===== src/rtl/instruction_fetch.sv =====
// Fetch stage in front of the 8x16 register file: reads r7, issues a memory read and hands the word to decode.
// Optional perf counters (fetch/stall) are built when INSTRUCTION_FETCH_PERF_EN is defined.
module instruction_fetch #(
  parameter int WIDTH = 16
) (
  input  logic             i_clk,
  input  logic             i_rst_n,
  input  logic [WIDTH-1:0] i_pc,
  output logic             o_count_enable,
  input  logic             i_flush,
  output logic             o_mem_req,
  output logic [WIDTH-1:0] o_mem_addr,
  input  logic             i_mem_ack,
  input  logic [WIDTH-1:0] i_mem_rdata,
  output logic             o_instr_valid,
  output logic [WIDTH-1:0] o_instr,
  output logic [WIDTH-1:0] o_instr_pc,
`ifdef INSTRUCTION_FETCH_PERF_EN
  output logic [WIDTH-1:0] o_fetch_count,
  output logic [WIDTH-1:0] o_stall_count,
`endif
  input  logic             i_instr_ready
);

  typedef enum logic [1:0] {IDLE, REQ, HOLD} state_t;

  state_t state, state_next;
  logic   discard;
  logic   handshake;
  logic   capture;

  always_ff @(posedge i_clk or negedge i_rst_n) begin
    if (!i_rst_n) state <= IDLE;
    else          state <= state_next;
  end

  // A flush in IDLE holds off the fetch one cycle so the redirected r7 is what gets sampled.
  always_comb begin
    state_next = state;
    case (state)
      IDLE:    if (!i_flush) state_next = REQ;
      REQ:     if (i_mem_ack) state_next = capture ? HOLD : IDLE;
      HOLD:    if (handshake || i_flush) state_next = IDLE;
      default: state_next = IDLE;
    endcase
  end

  always_comb begin
    handshake      = (state == HOLD) && o_instr_valid && i_instr_ready && !i_flush;
    capture        = !discard && !i_flush;
    o_count_enable = handshake;
  end

  // The request is never withdrawn once issued; a flush only marks the pending word for discard.
  always_ff @(posedge i_clk or negedge i_rst_n) begin
    if (!i_rst_n) begin
      o_mem_req     <= 1'b0;
      o_mem_addr    <= '0;
      o_instr_valid <= 1'b0;
      o_instr       <= '0;
      o_instr_pc    <= '0;
      discard       <= 1'b0;
    end else begin
      case (state)
        IDLE: begin
          if (!i_flush) begin
            o_mem_req  <= 1'b1;
            o_mem_addr <= i_pc;
          end
        end
        REQ: begin
          if (i_mem_ack) begin
            o_mem_req <= 1'b0;
            discard   <= 1'b0;
            if (capture) begin
              o_instr       <= i_mem_rdata;
              o_instr_pc    <= o_mem_addr;
              o_instr_valid <= 1'b1;
            end
          end else if (i_flush) begin
            discard <= 1'b1;
          end
        end
        HOLD: begin
          if (handshake || i_flush) o_instr_valid <= 1'b0;
        end
        default: ;
      endcase
    end
  end

`ifdef INSTRUCTION_FETCH_PERF_EN
  function automatic logic [WIDTH-1:0] sat_inc(input logic [WIDTH-1:0] v);
    return (&v) ? v : v + 1'b1;
  endfunction

  logic stall;
  assign stall = (o_mem_req && !i_mem_ack) || (o_instr_valid && !i_instr_ready);

  always_ff @(posedge i_clk or negedge i_rst_n) begin
    if (!i_rst_n) begin
      o_fetch_count <= '0;
      o_stall_count <= '0;
    end else begin
      if (handshake) o_fetch_count <= sat_inc(o_fetch_count);
      if (stall)     o_stall_count <= sat_inc(o_stall_count);
    end
  end
`endif

endmodule


===== config.mk =====
export PLATFORM = sky130hd
export DESIGN_NAME = instruction_fetch
export DESIGN_NICKNAME = d
export VERILOG_FILES = /design/src/rtl/instruction_fetch.sv
export SDC_FILE = /design/constraint.sdc
export NUM_CORES = 1
export LEC_CHECK = 0
export ABC_AREA = 0
export CAP_MARGIN = 20
export CORE_MARGIN = 2
export CORE_UTILIZATION = 42
export DETAILED_ROUTE_END_ITERATION = 16
export PLACE_DENSITY = 0.79
export REMOVE_ABC_BUFFERS = 1
export SYNTH_ARGS = -nofsm -noshare
export SYNTH_HDL_FRONTEND = slang
export SYNTH_SLANG_ARGS = --single-unit

===== constraint.sdc =====
create_clock -name i_clk -period 1.8 [get_ports i_clk]
set_input_delay 0.18 -clock i_clk [delete_from_list [all_inputs] [get_ports i_clk]]
set_output_delay 0.18 -clock i_clk [all_outputs]
set_load 0.01 [all_outputs]

==> reports/qor.yml <==
logic_synthesis:
  ys_async_sr_fraction: 1.00
  synth_cells: 129
  yosysWarnings: 0
  yosys.area.top_type: "dfrtp_1"
  synth_commonest_cells: "dfrtp_1, mux2_2, a21oi_1"
  synth_area_mm2: 0.00207
  avgSynthCellArea_um2: 16.0
  synth-seq-area-share: 0.641
  synth_edf_count: 0
  synth_top_flop_cell: "dfrtp_1"
  synth_top_area_frac: 0.641
  ys_ff_latch: 53
  yosysMostFrequentCell: "dfrtp_1"
  ys_top_cells_by_area: "dfrtp_1, mux2_2, clkbuf_8"
  yosys.cell_types.count: 19
cts:
  cts.clk_slew.worst_paths_ps: 90
  cts.path.max_buffers: 2
  cts.sinks: 53
  htree_levels: 2
  numCtsBuffers: 5
  clock_latency_ps: 300
  root_buffer: "clkbuf_8"
  cts_tree: "yes"
worst_setup_path:
  cp_max_fo: 8
  crit_type: "reg2out"
  crit_family: "buffers and inverters"
  cpPeakStageDelay_ps: 530
  crit_buf_inv: 1
  required_ps: 1620
  path_cells: "and3_1 -> clkdlybuf4s50_1"
  cp-end-kind: "output port"
  cp.arrival_ps: 1550
  r2r_end: "o_instr_pc[9]"
  crit_cells: 2
  rrSetupSlack_ps: 230
  cpMaxStageDelayCell: "clkdlybuf4s50_1"
  worst_r2r_path_depth: 5
  crit_path_start: "state[1]"
  startpoint_type: "flop"
  worstReg2RegStart: "state[0]"
  cp-endpoint: "o_count_enable"
cells_and_area:
  area_delta_synth_final_pct: 52.9
  n_antenna_cell: 0
  nFillCells: 350
  drive_gt1_frac: 0.316
  nets: 264
  final_area_mm2: 0.00316
sta:
  maxSlewViolCount: 0
  layout_setup_ws_ps: 73.8
  tightest_slew_ps: 362
  fin_crit_sh: 0.959
  slew_headroom: 0.759
  finalSetupTns_ps: 0
  hold_violations: 0
  setup_viol_count_final: 0
  clock.fmax_ghz: 0.579
  min_period_ps: 1730
  rsz0062_at_grt: "no"
  finClkSkew_ps: 7.81
power:
  power.switching_uw: 1580
  clkPwrFrac: 0.129
  p_seq_frac: 0.406
  leakagePower_uw: 0.00134
  combPwrFrac: 0.465
  max-vdd-ir-drop_v: 0.000806
  p_int_uw: 3710
  switching_share: 0.298
  p_per_area_mw_per_mm2: 1670
detailed_routing:
  avgViaCountPerCell: 4.61
  routed_wl_um: 4290
  vias: 1361
  ant_nets: 0
  first_iter_violations: 30
  dr.pass1.iters: 4
  drc_errors: 0
  wl_per_cell_um: 14.5
worst_hold_path:
  holdCritPathClass: "in2async"
floorplanning:
  ioPinCount: 88
  coreArea_mm2: 0.00472
  dieArea_mm2: 0.00550
  die_w_um: 74.2
  die_h_um: 74.2
  start_util: 0.438
  rows: 25
placement:
  post_dp_cell_area_mm2: 0.00303
  dp_slack_ps: 91.1
  io_buffers: 87
  dp_hpwl_um: 3080
  gp_congestion: 0.703
grt:
  antenna_found_initial: 0
  grt_pass1_vias: 1373
  grt_usage: 0.164
  overflow: 0
  grt_max_degree: 40
  grt_pass1_wl_um: 6740
run:
  drv_cap: 0
run_status:
  status: "finished, final reports clean"
area by class of cell:
cell class,count,area [um^2],area share
inverters,2,7.51,0.00237
flip-flops and latches,53,1330,0.420
clock inverters,2,13.8,0.00435
well taps,67,83.8,0.0265
multi-input cells,68,679,0.215
repair buffers,97,968,0.306
clock buffers,6,82.6,0.0261
stage by stage:
step | hold slack (ps) | std cells | power (uW) | utilization
floorplan | -116 | 123 | 3120 | -
global placement | 108 | 283 | 4530 | 0.642
detailed placement | 109 | 283 | 4600 | 0.642
CTS | 308 | 292 | 5310 | 0.664
global route | 352 | 295 | 5610 | 0.670
finish | 307 | 295 | 5290 | 0.670
state kept, by name, indices dropped and copies added, names as in the netlist:
name / count
discard: 1
state: 2
o_instr_valid: 1
o_mem_addr: 16
o_instr_pc: 16
o_instr: 16
o_mem_req: 1
power groups by stage:
stage / clock [uW] / sequential (uW) / combinational [uW]
final: 684 / 2140 / 2460
after global routing: 756 / 2240 / 2620
after CTS: 709 / 2160 / 2440
after detailed placement: 0 / 2170 / 2430
after global placement: 0 / 2150 / 2390
after floorplan: 0 / 2410 / 717
cells by family after synthesis:
group / synth area share
muxes: 0.263
buffers and inverters: 0.0315
AOI/OAI and AO/OA: 0.0206
DFF: 0.641
and+or+nand+nor: 0.0436
metal layers:
metal	wire, um	up-vias	track usage
met5	0	-	0
met4	60	0	0.0667
met3	357	5	0.0407
met2	1970	59	0.265
met1	1900	645	0.214
li1	-	652	-
worst min-delay path by stage:
stage / from / end / slack [ps] / depth (start not counted)
6_report: i_rst_n / o_instr[10] / 310 / 2
5_1_grt: i_rst_n / o_instr[6] / 350 / 2
4_1_cts: i_rst_n / o_instr[10] / 310 / 2
3_5_place_dp: i_rst_n / o_instr[10] / 110 / 1
3_3_place_gp: i_rst_n / o_instr[10] / 110 / 1
2_1_floorplan: i_rst_n / discard / -120 / 0
worst register-to-register path: stages, from the launching register on:
cell and delay, ps:
dfrtp_2 450, buf_4 150, and2b_2 220, nand3_4 90, buf_12 180, mux2_2 360
layout by cell type (no fill, tap or decap), drive strengths merged:
| cell type | n |
|---|---|
| clkdlybuf4s50 | 86 |
| dfrtp | 53 |
| mux2 | 48 |
| buf | 10 |
| clkbuf | 6 |
| a21oi | 5 |
| nor2 | 4 |
| and2b | 2 |
| inv | 2 |
| o21ai | 2 |
| clkinv | 2 |
| and2 | 1 |
| and3 | 1 |
| nand3 | 1 |
| nor3 | 1 |
| nor3b | 1 |
| a211oi | 1 |
| nand2 | 1 |
| dlygate4sd3 | 1 |
what timing repair did:
item / 4_1_cts / 5_1_grt
gates resized for setup: 1 / 1
endpoints found under the setup margin: 1 / 1
setup buffers: 0 / 3
endpoints found under the hold margin: 14 / 0
hold buffers: 1 / 0
Note: power is estimated with default switching activity, not from simulation.
